[src/rtl/clk_rst_pkg.sv]
// Shared clock/reset-sequencing types.
// Holds the sequencer state encoding (also exported on the status port),
// its width and a small helper for sizing shared counters.
package clk_rst_pkg;

    localparam int unsigned SEQ_STATE_W = 3;

    // Encodings are visible to software through the state status port.
    typedef enum logic [SEQ_STATE_W-1:0] {
        PLL_RST   = 3'd0,
        WAIT_LOCK = 3'd1,
        STABLE    = 3'd2,
        RELEASE   = 3'd3,
        RUN       = 3'd4
    } seq_state_t;

    // Largest of three cycle counts; used to size a counter shared between states.
    function automatic int unsigned max3(input int unsigned a,
                                         input int unsigned b,
                                         input int unsigned c);
        int unsigned m;
        m = (a > b) ? a : b;
        return (m > c) ? m : c;
    endfunction

endpackage

[src/rtl/pll_reset_sequencer_if.sv]
// PLL-side and status signals of the PLL reset sequencer.
//   pll_locked      : PLL lock indication, asynchronous to clk
//   soft_reset      : single-cycle request to re-run the whole sequence
//   pll_rst         : active-high PLL reset
//   dom_rst_n       : per-domain active-low resets, bit i released i-th
//   ready           : all domains released and lock held
//   state           : sequencer state encoding (status/debug)
//   retry_count     : saturating lock-timeout retry count
//   lock_loss_count : lock-loss event count (zero unless the counter is built)
// Modport master is the sequencer; slave is the PLL wrapper / status consumer.
interface pll_reset_sequencer_if #(
    parameter int unsigned NUM_DOMAINS = 6
);

    logic                                 pll_locked;
    logic                                 soft_reset;
    logic                                 pll_rst;
    logic [NUM_DOMAINS-1:0]               dom_rst_n;
    logic                                 ready;
    logic [clk_rst_pkg::SEQ_STATE_W-1:0]  state;
    logic [7:0]                           retry_count;
    logic [15:0]                          lock_loss_count;

    modport master (
        input  pll_locked,
        input  soft_reset,
        output pll_rst,
        output dom_rst_n,
        output ready,
        output state,
        output retry_count,
        output lock_loss_count
    );

    modport slave (
        output pll_locked,
        output soft_reset,
        input  pll_rst,
        input  dom_rst_n,
        input  ready,
        input  state,
        input  retry_count,
        input  lock_loss_count
    );

endinterface

[src/rtl/bit_synchronizer.sv]
// Multi-flop synchronizer for a single asynchronous bit.
//   clk   : destination clock
//   rst_n : asynchronous active-low reset, clears every stage to 0
//   d     : asynchronous input
//   q     : synchronized output, STAGES clocks of latency
// Depths below 2 are raised to 2 so a metastability stage always exists.
module bit_synchronizer #(
    parameter int unsigned STAGES = 2
) (
    input  logic clk,
    input  logic rst_n,
    input  logic d,
    output logic q
);

    localparam int unsigned DEPTH = (STAGES < 2) ? 2 : STAGES;

    logic [DEPTH-1:0] sync_q;

    // Shift chain; bit 0 is the metastability-catching stage.
    always_ff @(posedge clk or negedge rst_n) begin
        if (!rst_n) begin
            sync_q <= '0;
        end else begin
            sync_q <= {sync_q[DEPTH-2:0], d};
        end
    end

    assign q = sync_q[DEPTH-1];

endmodule

[src/rtl/pll_reset_sequencer.sv]
// PLL reset sequencer for the ADC clock PLL, board-clock domain.
// Holds the PLL in reset, waits for a synchronized and stable lock, then
// releases one active-low reset per PLL output domain in a staggered order.
// Re-arms on lock timeout, on lock loss and on a software request.
//   clk   : 50 MHz board clock (PLL reference)
//   rst_n : asynchronous active-low reset
//   bus   : pll_reset_sequencer_if.master (PLL lock/reset, domain resets, status)
// Build option: define LOCK_LOSS_COUNTER_EN to implement the 16-bit
// saturating lock-loss counter; otherwise lock_loss_count is tied to zero.
module pll_reset_sequencer
    import clk_rst_pkg::*;
#(
    parameter int unsigned NUM_DOMAINS   = 6,
    parameter int unsigned RST_CYCLES    = 16,
    parameter int unsigned LOCK_TIMEOUT  = 50000,
    parameter int unsigned STABLE_CYCLES = 1024,
    parameter int unsigned RELEASE_GAP   = 8,
    parameter int unsigned SYNC_STAGES   = 2
) (
    input  logic                   clk,
    input  logic                   rst_n,
    pll_reset_sequencer_if.master  bus
);

    localparam int unsigned CNT_MAX = max3(LOCK_TIMEOUT, STABLE_CYCLES, RST_CYCLES);
    localparam int unsigned CNT_W   = (CNT_MAX > 2) ? $clog2(CNT_MAX) : 1;

    localparam logic [CNT_W-1:0] RST_LAST     = CNT_W'(RST_CYCLES - 1);
    localparam logic [CNT_W-1:0] TIMEOUT_LAST = CNT_W'(LOCK_TIMEOUT - 1);
    localparam logic [CNT_W-1:0] STABLE_LAST  = CNT_W'(STABLE_CYCLES - 1);
    localparam logic [CNT_W-1:0] GAP_LAST     = CNT_W'(RELEASE_GAP - 1);

    seq_state_t              state_q;
    logic [CNT_W-1:0]        cnt_q;
    logic                    pll_rst_q;
    logic [NUM_DOMAINS-1:0]  dom_q;
    logic                    ready_q;
    logic [7:0]              retry_q;
    logic                    abort_q;
    logic                    lk;

    // Lock indication brought into clk; all decisions below use lk only.
    bit_synchronizer #(
        .STAGES (SYNC_STAGES)
    ) u_lock_sync (
        .clk   (clk),
        .rst_n (rst_n),
        .d     (bus.pll_locked),
        .q     (lk)
    );

    // Sequencer. abort_q marks the one cycle between dropping the domain
    // resets on lock loss and re-entering PLL_RST, so domains are held in
    // reset before the PLL itself is reset.
    always_ff @(posedge clk or negedge rst_n) begin
        if (!rst_n) begin
            state_q   <= PLL_RST;
            cnt_q     <= '0;
            pll_rst_q <= 1'b1;
            dom_q     <= '0;
            ready_q   <= 1'b0;
            retry_q   <= '0;
            abort_q   <= 1'b0;
        end else if (bus.soft_reset) begin
            state_q   <= PLL_RST;
            cnt_q     <= '0;
            pll_rst_q <= 1'b1;
            dom_q     <= '0;
            ready_q   <= 1'b0;
            abort_q   <= 1'b0;
        end else if (abort_q) begin
            state_q   <= PLL_RST;
            cnt_q     <= '0;
            pll_rst_q <= 1'b1;
            abort_q   <= 1'b0;
        end else begin
            case (state_q)
                PLL_RST: begin
                    if (cnt_q == RST_LAST) begin
                        state_q   <= WAIT_LOCK;
                        cnt_q     <= '0;
                        pll_rst_q <= 1'b0;
                    end else begin
                        cnt_q <= cnt_q + CNT_W'(1);
                    end
                end

                WAIT_LOCK: begin
                    if (lk) begin
                        state_q <= STABLE;
                        cnt_q   <= '0;
                    end else if (cnt_q == TIMEOUT_LAST) begin
                        state_q   <= PLL_RST;
                        cnt_q     <= '0;
                        pll_rst_q <= 1'b1;
                        if (retry_q != 8'hFF) begin
                            retry_q <= retry_q + 8'd1;
                        end
                    end else begin
                        cnt_q <= cnt_q + CNT_W'(1);
                    end
                end

                // Any single low cycle of lk restarts qualification.
                STABLE: begin
                    if (!lk) begin
                        state_q <= WAIT_LOCK;
                        cnt_q   <= '0;
                    end else if (cnt_q == STABLE_LAST) begin
                        state_q <= RELEASE;
                        cnt_q   <= '0;
                        dom_q   <= NUM_DOMAINS'(1);
                    end else begin
                        cnt_q <= cnt_q + CNT_W'(1);
                    end
                end

                // dom_q fills from bit 0 upward; the top bit set means all released.
                RELEASE: begin
                    if (!lk) begin
                        abort_q <= 1'b1;
                        dom_q   <= '0;
                        cnt_q   <= '0;
                    end else if (dom_q[NUM_DOMAINS-1]) begin
                        state_q <= RUN;
                        cnt_q   <= '0;
                        ready_q <= 1'b1;
                    end else if (cnt_q == GAP_LAST) begin
                        dom_q <= (dom_q << 1) | NUM_DOMAINS'(1);
                        cnt_q <= '0;
                    end else begin
                        cnt_q <= cnt_q + CNT_W'(1);
                    end
                end

                RUN: begin
                    if (!lk) begin
                        abort_q <= 1'b1;
                        dom_q   <= '0;
                        ready_q <= 1'b0;
                    end
                end

                default: begin
                    state_q   <= PLL_RST;
                    cnt_q     <= '0;
                    pll_rst_q <= 1'b1;
                    dom_q     <= '0;
                    ready_q   <= 1'b0;
                end
            endcase
        end
    end

`ifdef LOCK_LOSS_COUNTER_EN
    logic [15:0] lock_loss_q;

    // Counts RUN exits caused by lock loss; a coincident soft_reset suppresses it.
    always_ff @(posedge clk or negedge rst_n) begin
        if (!rst_n) begin
            lock_loss_q <= '0;
        end else if (abort_q && !bus.soft_reset && (state_q == RUN)
                     && (lock_loss_q != 16'hFFFF)) begin
            lock_loss_q <= lock_loss_q + 16'd1;
        end
    end

    assign bus.lock_loss_count = lock_loss_q;
`else
    assign bus.lock_loss_count = '0;
`endif

    assign bus.pll_rst     = pll_rst_q;
    assign bus.dom_rst_n   = dom_q;
    assign bus.ready       = ready_q;
    assign bus.state       = state_q;
    assign bus.retry_count = retry_q;

endmodule

[src/flat_wrapper.sv]
// flat-port wrapper written by rule: the top's interface ports become plain ports
module pll_reset_sequencer_flat import clk_rst_pkg::*;
#(
    parameter int unsigned NUM_DOMAINS   = 6,
    parameter int unsigned RST_CYCLES    = 16,
    parameter int unsigned LOCK_TIMEOUT  = 50000,
    parameter int unsigned STABLE_CYCLES = 1024,
    parameter int unsigned RELEASE_GAP   = 8,
    parameter int unsigned SYNC_STAGES   = 2
)
  (clk, rst_n, bus_pll_locked, bus_soft_reset, bus_pll_rst, bus_dom_rst_n, bus_ready, bus_state, bus_retry_count, bus_lock_loss_count);
  pll_reset_sequencer_if #(.NUM_DOMAINS(NUM_DOMAINS)) bus_i ();
  input  logic clk;
  input  logic rst_n;
  input wire logic [$bits(bus_i.pll_locked)-1:0] bus_pll_locked;
  input wire logic [$bits(bus_i.soft_reset)-1:0] bus_soft_reset;
  output wire logic [$bits(bus_i.pll_rst)-1:0] bus_pll_rst;
  output wire logic [$bits(bus_i.dom_rst_n)-1:0] bus_dom_rst_n;
  output wire logic [$bits(bus_i.ready)-1:0] bus_ready;
  output wire logic [$bits(bus_i.state)-1:0] bus_state;
  output wire logic [$bits(bus_i.retry_count)-1:0] bus_retry_count;
  output wire logic [$bits(bus_i.lock_loss_count)-1:0] bus_lock_loss_count;
  assign bus_i.pll_locked = bus_pll_locked;
  assign bus_i.soft_reset = bus_soft_reset;
  assign bus_pll_rst = bus_i.pll_rst;
  assign bus_dom_rst_n = bus_i.dom_rst_n;
  assign bus_ready = bus_i.ready;
  assign bus_state = bus_i.state;
  assign bus_retry_count = bus_i.retry_count;
  assign bus_lock_loss_count = bus_i.lock_loss_count;
  pll_reset_sequencer #(.NUM_DOMAINS(NUM_DOMAINS), .RST_CYCLES(RST_CYCLES), .LOCK_TIMEOUT(LOCK_TIMEOUT), .STABLE_CYCLES(STABLE_CYCLES), .RELEASE_GAP(RELEASE_GAP), .SYNC_STAGES(SYNC_STAGES)) u_core (.clk(clk), .rst_n(rst_n), .bus(bus_i));
endmodule
[config.mk]
export PLATFORM = sky130hd
export DESIGN_NAME = pll_reset_sequencer_flat
export DESIGN_NICKNAME = d
export VERILOG_FILES = /design/src/rtl/clk_rst_pkg.sv /design/src/rtl/pll_reset_sequencer_if.sv /design/src/rtl/bit_synchronizer.sv /design/src/rtl/pll_reset_sequencer.sv /design/src/flat_wrapper.sv
export SDC_FILE = /design/constraint.sdc
export NUM_CORES = 1
export LEC_CHECK = 0
export ABC_AREA = 1
export ABC_CLOCK_PERIOD_IN_PS = 2500
export BUFFER_PORTS_ARGS = -buffer_cell sky130_fd_sc_hd__buf_2
export CORE_MARGIN = 8
export CORE_UTILIZATION = 62
export DETAILED_ROUTE_END_ITERATION = 7
export GPL_TIMING_DRIVEN = 0
export PLACE_DENSITY = 0.86
export SLEW_MARGIN = 15
export SYNTH_ARGS = -nofsm -noshare
export SYNTH_HDL_FRONTEND = slang
export SYNTH_HIERARCHICAL = 1
export SYNTH_SLANG_ARGS = --single-unit
[constraint.sdc]
create_clock -name clk -period 2.5 [get_ports clk]
set_input_delay 0.125 -clock clk [delete_from_list [all_inputs] [get_ports clk]]
set_output_delay 0.125 -clock clk [all_outputs]
set_load 0.03 [all_outputs]
# ---- After elaboration in Yosys (flattened, before gate mapping)
# Cells that the tools add are included.
dict set report totals {
  ff_bits 38
  input_bits 4
}
dict set report op_classes {
  bitwise_logic 3
  eq_ne 28
  n_reduce_logical 11
  n_mux 46
  n_addsub 2
}
# cell count
set op_table {}
lappend op_table {{16-bit 2-to-1 mux} 10}
lappend op_table {{16-bit case mux with 5 select lines} 1}
lappend op_table {{6-bit 2-to-1 mux} 8}
lappend op_table {{3-bit 2-to-1 mux} 9}
lappend op_table {{6-bit case mux with 4 select lines} 1}
lappend op_table {{16-bit by 1-bit adder with 16-bit output, second input constant} 1}
lappend op_table {{16-bit by 10-bit equality test with 1-bit output, second input constant} 1}
lappend op_table {{16-bit equality test, second input constant} 1}
lappend op_table {{16-bit by 3-bit equality test with 1-bit output, second input constant} 1}
lappend op_table {{16-bit by 4-bit equality test with 1-bit output, second input constant} 1}
lappend op_table {{3-bit case mux with 5 select lines} 1}
lappend op_table {{1-bit 2-to-1 mux} 14}
lappend op_table {{4-bit by 2-bit inequality test with 1-bit output, second input constant} 3}
lappend op_table {{4-bit by 3-bit inequality test with 1-bit output, second input constant} 3}
lappend op_table {{6-bit AND reduction} 2}
lappend op_table {{5-bit by 3-bit inequality test with 1-bit output, second input constant} 2}
lappend op_table {{5-bit AND reduction} 2}
lappend op_table {{3-bit by 2-bit inequality test with 1-bit output, second input constant} 3}
lappend op_table {{3-bit inequality test, second input constant} 3}
lappend op_table {{8-bit by 1-bit adder with 8-bit output, second input constant} 1}
lappend op_table {{8-bit inequality test, second input constant} 1}
lappend op_table {{7-bit AND reduction} 1}
lappend op_table {{3-bit by 2-bit equality test with 1-bit output, second input constant} 2}
lappend op_table {{1-bit case mux with 3 select lines} 2}
lappend op_table {{other kinds (11)} 16}

# ---- Depth between registers and ports, before layout
# Gate-level depths: netlist of run 1.
dict set report logic_depth {
  depth_word 7
  mapped_depth 12
}

# ---- By module
# The synthesis of run 1 kept the hierarchy.
# mod area_per_inst_um2 cells_per_inst n_inst
set by_module_without_submodules {}
lappend by_module_without_submodules {pll_reset_sequencer 2590.0 363 1}
lappend by_module_without_submodules {bit_synchronizer 50.0 2 1}

# ---- Worst setup path before layout of run 1
# No wires, ideal clock.
dict set report synth_path {
  kind {flip-flop to flip-flop}
  start {reg u_core.retry_q[0], in the netlist u_core/bus.retry_count[0]}
  end {reg u_core.retry_q[3], in the netlist u_core/bus.retry_count[3]}
  n_path_buf 0
  period_less_slack_ns 1.644
  arrival_time_ns 1.508
  stages_incl_launch_ff 8
  setup_time_ns 0.137
  path_slack_ns 0.856
  cell_sequence {dfrtp_1 > ha_1 > nand3_1 > nor3_1 > nor2_1 > nand3_2 > nor2_2 > xor2_1}
}
dict set report synth_via {
  elab_chain_len 2
  word_cells_on_any_way 3
  classes_between {add/sub (1); eq/ne (1); reduce/logical (1)}
}
# item line_no
set synth_rtl {}
lappend synth_rtl {{from (decl)} pll_reset_sequencer.sv:38} ;# logic [7:0] retry_q;
lappend synth_rtl {{from (signal assigned)} pll_reset_sequencer.sv:97} ;# retry_q <= retry_q + 8'd1;
lappend synth_rtl {{branches (longest 2 deep; another with 8-bit by 1-bit adder with 8-bit output)} n/a}
# Several ways; the timed one is not identified.
# A chain may end at the register's enable or synchronous reset.

# ---- Final worst setup path of run 1
dict set report layout_path {
  start {reg u_core.cnt_q[0]}
  end {reg u_core.retry_q[7], in the netlist u_core/bus.retry_count[7]}
}
dict set report layout_via {
  elab_chain_len 2
}
# item line_no
set layout_rtl {}
lappend layout_rtl {{from (decl)} pll_reset_sequencer.sv:34} ;# logic [CNT_W-1:0] cnt_q;
lappend layout_rtl {{from (signal assigned)} pll_reset_sequencer.sv:84} ;# cnt_q <= cnt_q + CNT_W'(1);
lappend layout_rtl {{from (signal assigned)} pll_reset_sequencer.sv:100} ;# cnt_q <= cnt_q + CNT_W'(1);
lappend layout_rtl {{from (signal assigned)} pll_reset_sequencer.sv:114} ;# cnt_q <= cnt_q + CNT_W'(1);
lappend layout_rtl {{16-bit equality test} pll_reset_sequencer.sv:92} ;# end else if (cnt_q == TIMEOUT_LAST) begin
lappend layout_rtl {{6-bit AND reduction (no line)} n/a}
# No other way between the ends.

==> impl_metrics.tcl, run 1 <==
set metrics [dict create \
    cts_buffers 5 \
    syn_inst 365 \
    cts_root_buffer "clkbuf_8" \
    ys_ff_latch 38 \
    post_drt_wl_per_cell_um 12.8 \
    clk_pin_slew_worst_paths_ns 0.08 \
    relSlewSlack 0.446 \
    fin_crit_ns 1.76 \
    rsz0062_at_grt "false" \
    grt.busiest_layer "met2" \
    tightest_slew_ns 0.831 \
    clkLatencyLatePin_ns 0.30 \
    path_max_fanout 6 \
    antenna_cells 0 \
    synth.distinct_cells 37 \
    grt-ovfl-total 0 \
    pwr-share-comb 0.314 \
    stdcell_area_um2 3030 \
    maxSlewViolCount 0 \
    critPathKind "reg -> reg" \
    rrSetupSlack_ns 0.74 \
    setup_violations 0 \
    rows 23 \
    mostFrequentLayoutCells "nand2_1 (100), nor2_1 (42), dfrtp_1 (37)" \
    hold_class "in -> reg" \
    grt_pass1_wl_um 9850 \
    clock_sinks 38 \
    area_growth_pct 14.8 \
    track_usage 0.189 \
    ir_drop_mv 0.342 \
    gr-usage-met2 0.314 \
    place_congestion 0.873 \
    synth.top_cells.by_area "dfrtp_1 (35%), nand2_1 (14%), nor2_1 (6.0%)" \
    drtIter0Drc 177 \
    p_leak_nw 1.57 \
    post-dp-hpwl_um 4410 \
    start_util 0.651 \
    grt_pass1_vias 2294 \
    ys_seq_area_frac 0.361 \
    cts_tree "built" \
    cp.arrival_ns 1.94 \
    placed_area_um2 2870 \
    io-pin-count 39 \
    drive_gt1_frac 0.260 \
    yosysTopAreaCellShare 0.351 \
    avgSynthCellArea_um2 7.23 \
    finalCritPeriodShare 0.703 \
    final_nets 417 \
    port_buffers 22 \
    clockBufferDepth 2 \
    fp.dieH_um 81.3 \
    grt_use_met1 0.229 \
    dr_total_vias 2449 \
    cp-start-kind "flip-flop" \
    use_met3 0.0486 \
    worst_hold_slack_ns 0.229 \
    status "complete, no violations" \
    final_common_cell "nand2_1" \
    p_switching_mw 0.693 \
    power.density_nw_per_um2 652 \
    clockPowerShare 0.329 \
    place_inst 452 \
    nFillCells 314 \
    htreeDepth 2 \
    power.share.sequential 0.357 \
    timing.setup.tns_ns 0 \
    drtPass1Iterations 5 \
    via_per_inst 5.30 \
    clock_skew_ns 0.00829 \
    drt_wl_total_um 5930 \
    drc 0 \
    syn-cell-area_um2 2640 \
    power.share.switching 0.351 \
    p_int_mw 1.28 \
    synth_area_leader_cell "dfrtp_1" \
    antenna_found_initial 0 \
    core_area_um2 4060 \
    critPathCaptureType "flip-flop" \
    stdcell_count 462 \
    hold_violations 0 \
    yosys_warnings 6 \
    fmax_mhz 569 \
    max_cap_viol_count 0 \
    die_area_um2 6600 \
    ant_nets 0 \
    required_ns 2.68 \
    grt_max_degree 39 \
    die_w_um 81.3 \
]
## power by group through the flow
stage | sequential, mW | clock, mW | combinational [mW]
floorplan | 0.758 | 0 | 0.434
global placement | 0.716 | 0 | 0.586
detailed placement | 0.718 | 0 | 0.604
CTS | 0.706 | 0.663 | 0.611
global route | 0.715 | 0.692 | 0.674
finish | 0.707 | 0.651 | 0.620
## worst paths after layout
check | from | end | cells after the start
setup reg to reg | u_core/cnt_q[0] | u_core/bus.retry_count[7] | 8
hold reg to reg | u_core/u_lock_sync/sync_q[0] | u_core/u_lock_sync/sync_q[1] | 0
min in group asynchronous | rst_n | u_core/bus.dom_rst_n[1] | 2
setup / recovery | u_core/cnt_q[0] | u_core/bus.retry_count[7] | 8
hold / removal | bus_soft_reset | u_core/bus.dom_rst_n[2] | 4
max in group asynchronous | rst_n | u_core/bus.state[1] | 2
## kinds of logic (layout without fill, tap and decap cells)
kind of cell | Yosys count | in the layout | share of synthesized area
AOI/OAI and AO/OA | 41 | 41 | 0.0962
DFF | 38 | 38 | 0.361
xor gates and xnor gates | 6 | 6 | 0.0199
other | 1 | 16 | 0.00142
and+or+nand+nor | 218 | 218 | 0.394
adders and majority gates | 2 | 2 | 0.00948
buffers and inverters | 59 | 91 | 0.118
## routing by layer
| layer | up-vias | part of all wire |
|---|---|---|
| met5 | - | 0 |
| met4 | 0 | 0.015 |
| met3 | 14 | 0.075 |
| met2 | 95 | 0.48 |
| met1 | 1118 | 0.43 |
| li1 | 1222 | - |
## synthesized netlist by cell type
library cell / count
buf_2: 2
o21ai_1: 9
nand3b_1: 1
nor2_4: 3
nor3_4: 1
buf_12: 1
nand3_1: 30
a21boi_0: 1
clkinv_2: 1
nand2_2: 16
dfstp_2: 1
ha_1: 2
inv_2: 8
xnor2_1: 4
nor3_1: 5
dfrtp_1: 37
o21a_1: 1
nand4_1: 4
a21oi_1: 5
nor2_1: 42
nand2_4: 1
nand3_4: 1
o21ai_0: 12
inv_1: 28
nand3_2: 1
conb_1: 1
xor2_1: 2
nor3_2: 4
nor2_8: 1
nand2_1: 100
o21ai_2: 10
buf_4: 19
nor2_2: 7
o21bai_1: 1
o211ai_1: 1
and3_1: 1
a31oi_1: 1
## worst max-delay path: stages (launching register included)
cell and delay [ns]:
dfrtp_1 0.39, ha_1 0.27, nand2_2 0.09, nor2_1 0.19
nand3_1 0.12, nor3_2 0.14, nand4_1 0.24, nand2_1 0.13
o21ai_1 0.06
## stage by stage
step           total power [mW]  worst slack (ns)  utilization
4_1_cts                    1.98             0.724        0.747
3_5_place_dp               1.32             0.741        0.707
5_1_grt                    2.08             0.530        0.747
3_3_place_gp               1.30             0.785        0.707
2_1_floorplan              1.19             0.856            -
6_report                   1.98             0.742        0.747
## sequential cells by signal, indices dropped and copies added (netlist names)
signal	cells
u_core/cnt_q	16
u_core/bus.retry_count	8
u_core/bus.dom_rst_n	6
u_core/bus.state	3
u_core/u_lock_sync/sync_q	2
u_core/abort_q	1
u_core/bus.pll_rst	1
u_core/bus.ready	1
## repair_timing
item | CTS | global route
hold buffers | 2 | 0
setup buffers | 0 | 0
gates resized for setup | 0 | 0
endpoints found under the hold margin | 38 | 0
## final cells by class
cell class | instances | area, um2 | area share
Clock buffer | 6 | 82.6 | 0.0272
Timing Repair Buffer | 24 | 130 | 0.0429
Sequential cell | 38 | 952 | 0.314
Clock inverter | 2 | 60.1 | 0.0198
Multi-Input combinational cell | 283 | 1430 | 0.472
Inverter | 37 | 140 | 0.0462
Buffer | 22 | 173 | 0.0570
Tap cell | 50 | 62.6 | 0.0206
Power figures use the tool's default switching activity.
==> run 2, diff against run 1 <==
- ABC_CLOCK_PERIOD_IN_PS: 2500 -> 1400
- CORE_UTILIZATION: 62 -> 52
- PLACE_DENSITY: 0.86 -> 0.77
- clock period: 2.5 -> 1.4 ns (I/O delays scaled with it)
==> impl_metrics.tcl, run 2 (synthesis results as in run 1) <==
set metrics [dict create \
    fmax_mhz 627 \
    critPathKind "reg -> reg" \
    cts_buffers 5 \
    ant_nets 0 \
    dpl_worst_slack_ns -0.245 \
    cts_tree "built" \
    rsz0062_at_grt "true" \
    post-dp-hpwl_um 4360 \
    max_cap_viol_count 0 \
    use_met3 0.0434 \
    clkLatencyLatePin_ns 0.30 \
    clock_sinks 38 \
    grt-ovfl-total 0 \
    place_congestion 0.860 \
    drt_wl_total_um 6850 \
    final_core_utilization 0.699 \
    cp-start-kind "flip-flop" \
    rows 26 \
    hold_violations 0 \
    drc 0 \
    power.density_nw_per_um2 1120 \
    area_growth_pct 32.6 \
    maxSlewViolCount 0 \
    mostFrequentLayoutCells "nand2_1 (94), buf_4 (38), dfrtp_1 (27)" \
    clk_pin_slew_worst_paths_ns 0.08 \
    path_buf_inv 1 \
    worst_slack_ns -0.194 \
    status "finished, violations left" \
    relSlewSlack 0.433 \
    crit_chain "ha_4 > nand3_4 > nor2_4 > nand2_4 > nand3_4 > nand2_2 > nor2_4 > buf_12 > o21ai_2" \
    grt.busiest_layer "met2" \
    htreeDepth 2 \
    drive_gt1_frac 0.404 \
    core_area_um2 5010 \
    grt_pass1_wl_um 10900 \
    die_w_um 87.3 \
    p_total_mw 3.93 \
    p_leak_nw 1.74 \
    crit_path_max_incr_delay_ns 0.41 \
    io-pin-count 39 \
    die_area_um2 7610 \
    violations "negative setup slack" \
    final_common_cell "nand2_1" \
    largest_reg_flops 16 \
    clockBufferDepth 2 \
    fp.dieH_um 87.3 \
    post_drt_wl_per_cell_um 13.6 \
    required_ns 1.59 \
    antenna_found_initial 0 \
    via_per_inst 5.11 \
    nFillCells 393 \
    gr-usage-met2 0.298 \
    tightest_slew_ns 0.851 \
    dr_total_vias 2569 \
    grt_max_degree 39 \
    timing.setup.tns_ns -4.61 \
    cts_root_buffer "clkbuf_8" \
    antenna_cells 0 \
    drtIter0Drc 216 \
    final_nets 438 \
    ir_drop_mv 0.615 \
    path_delay_family "simple AND/OR/NAND/NOR gates" \
    port_buffers 22 \
    start_util 0.527 \
    cp.arrival_ns 1.78 \
    stdcell_area_um2 3500 \
    largest-register "u_core/cnt_q" \
    grt_pass1_vias 2470 \
    clock_skew_ns 0.00241 \
    cpMaxStageDelayCell "dfrtp_1" \
    critPathCaptureType "flip-flop" \
    grt_use_met1 0.206 \
    path_max_fanout 10 \
    setup_violations 33 \
    drtPass1Iterations 4 \
    track_usage 0.179 \
    placed_area_um2 2960 \
    fin_crit_ns 1.59 \
    finalCritPeriodShare 1.14 \
    hold_class "in -> reg" \
]
==> run 2: report_power, final <==
group	leakage (nW)	internal, mW	switching (mW)
Clock	0.0714	0.760	0.412
Sequential	0.503	1.19	0.0969
Combinational	1.16	0.574	0.897
Total	1.74	2.52	1.41
==> run 2: worst register-to-register path, delay by kind of cell, from the launching register on <==
kind                       cells  cell delay (ns)
buffers and inverters          1             0.16
DFF                            1             0.41
AOI/OAI and AO/OA              1             0.06
and+or+nand+nor                6             0.67
adders and majority gates      1             0.19
==> run 2: cell type report <==
| type | count | area [um2] | area share |
|---|---|---|---|
| well taps | 70 | 87.6 | 0.0250 |
| clock buffers | 6 | 82.6 | 0.0236 |
| clock inverters | 2 | 60.1 | 0.0172 |
| inverters | 37 | 149 | 0.0425 |
| flip-flops and latches | 38 | 965 | 0.276 |
| plain buffers | 22 | 189 | 0.0540 |
| multi-input cells | 283 | 1670 | 0.478 |
| repair buffers | 45 | 295 | 0.0843 |
==> run 2: per-layer routing <==
layer,part of all wire,vias up
met4,0.032,0
li1,-,1263
met5,0,-
met3,0.058,25
met1,0.41,1186
met2,0.50,95
==> run 2: path summary, 6_finish.rpt <==
| kind | from | endpoint | slack, ns | cells after the start |
|---|---|---|---|---|
| setup / recovery | u_core/cnt_q[1] | u_core/cnt_q[10] | -0.19 | 9 |
| hold / removal | bus_soft_reset | u_core/bus.dom_rst_n[1] | 0.22 | 4 |
| setup reg to reg | u_core/cnt_q[1] | u_core/cnt_q[10] | -0.19 | 9 |
| hold reg to reg | u_core/u_lock_sync/sync_q[0] | u_core/u_lock_sync/sync_q[1] | 0.36 | 0 |
| max in group asynchronous | rst_n | u_core/bus.retry_count[1] | 0.38 | 2 |
| min in group asynchronous | rst_n | u_core/cnt_q[6] | 0.42 | 2 |
==> run 2: what timing repair did <==
action,in CTS,in global routing
gates resized for setup,31,33
endpoints found under the setup margin,35,35
hold buffers,2,0
endpoints found under the hold margin,38,0
pin swaps,13,8
setup buffers,17,4
==> run 2: through the flow <==
step	cells	hold WS [ns]
after detailed placement	472	0.179
after global routing	503	0.233
after CTS	499	0.194
after global placement	472	0.179
final	503	0.217
after floorplan	380	-0.226
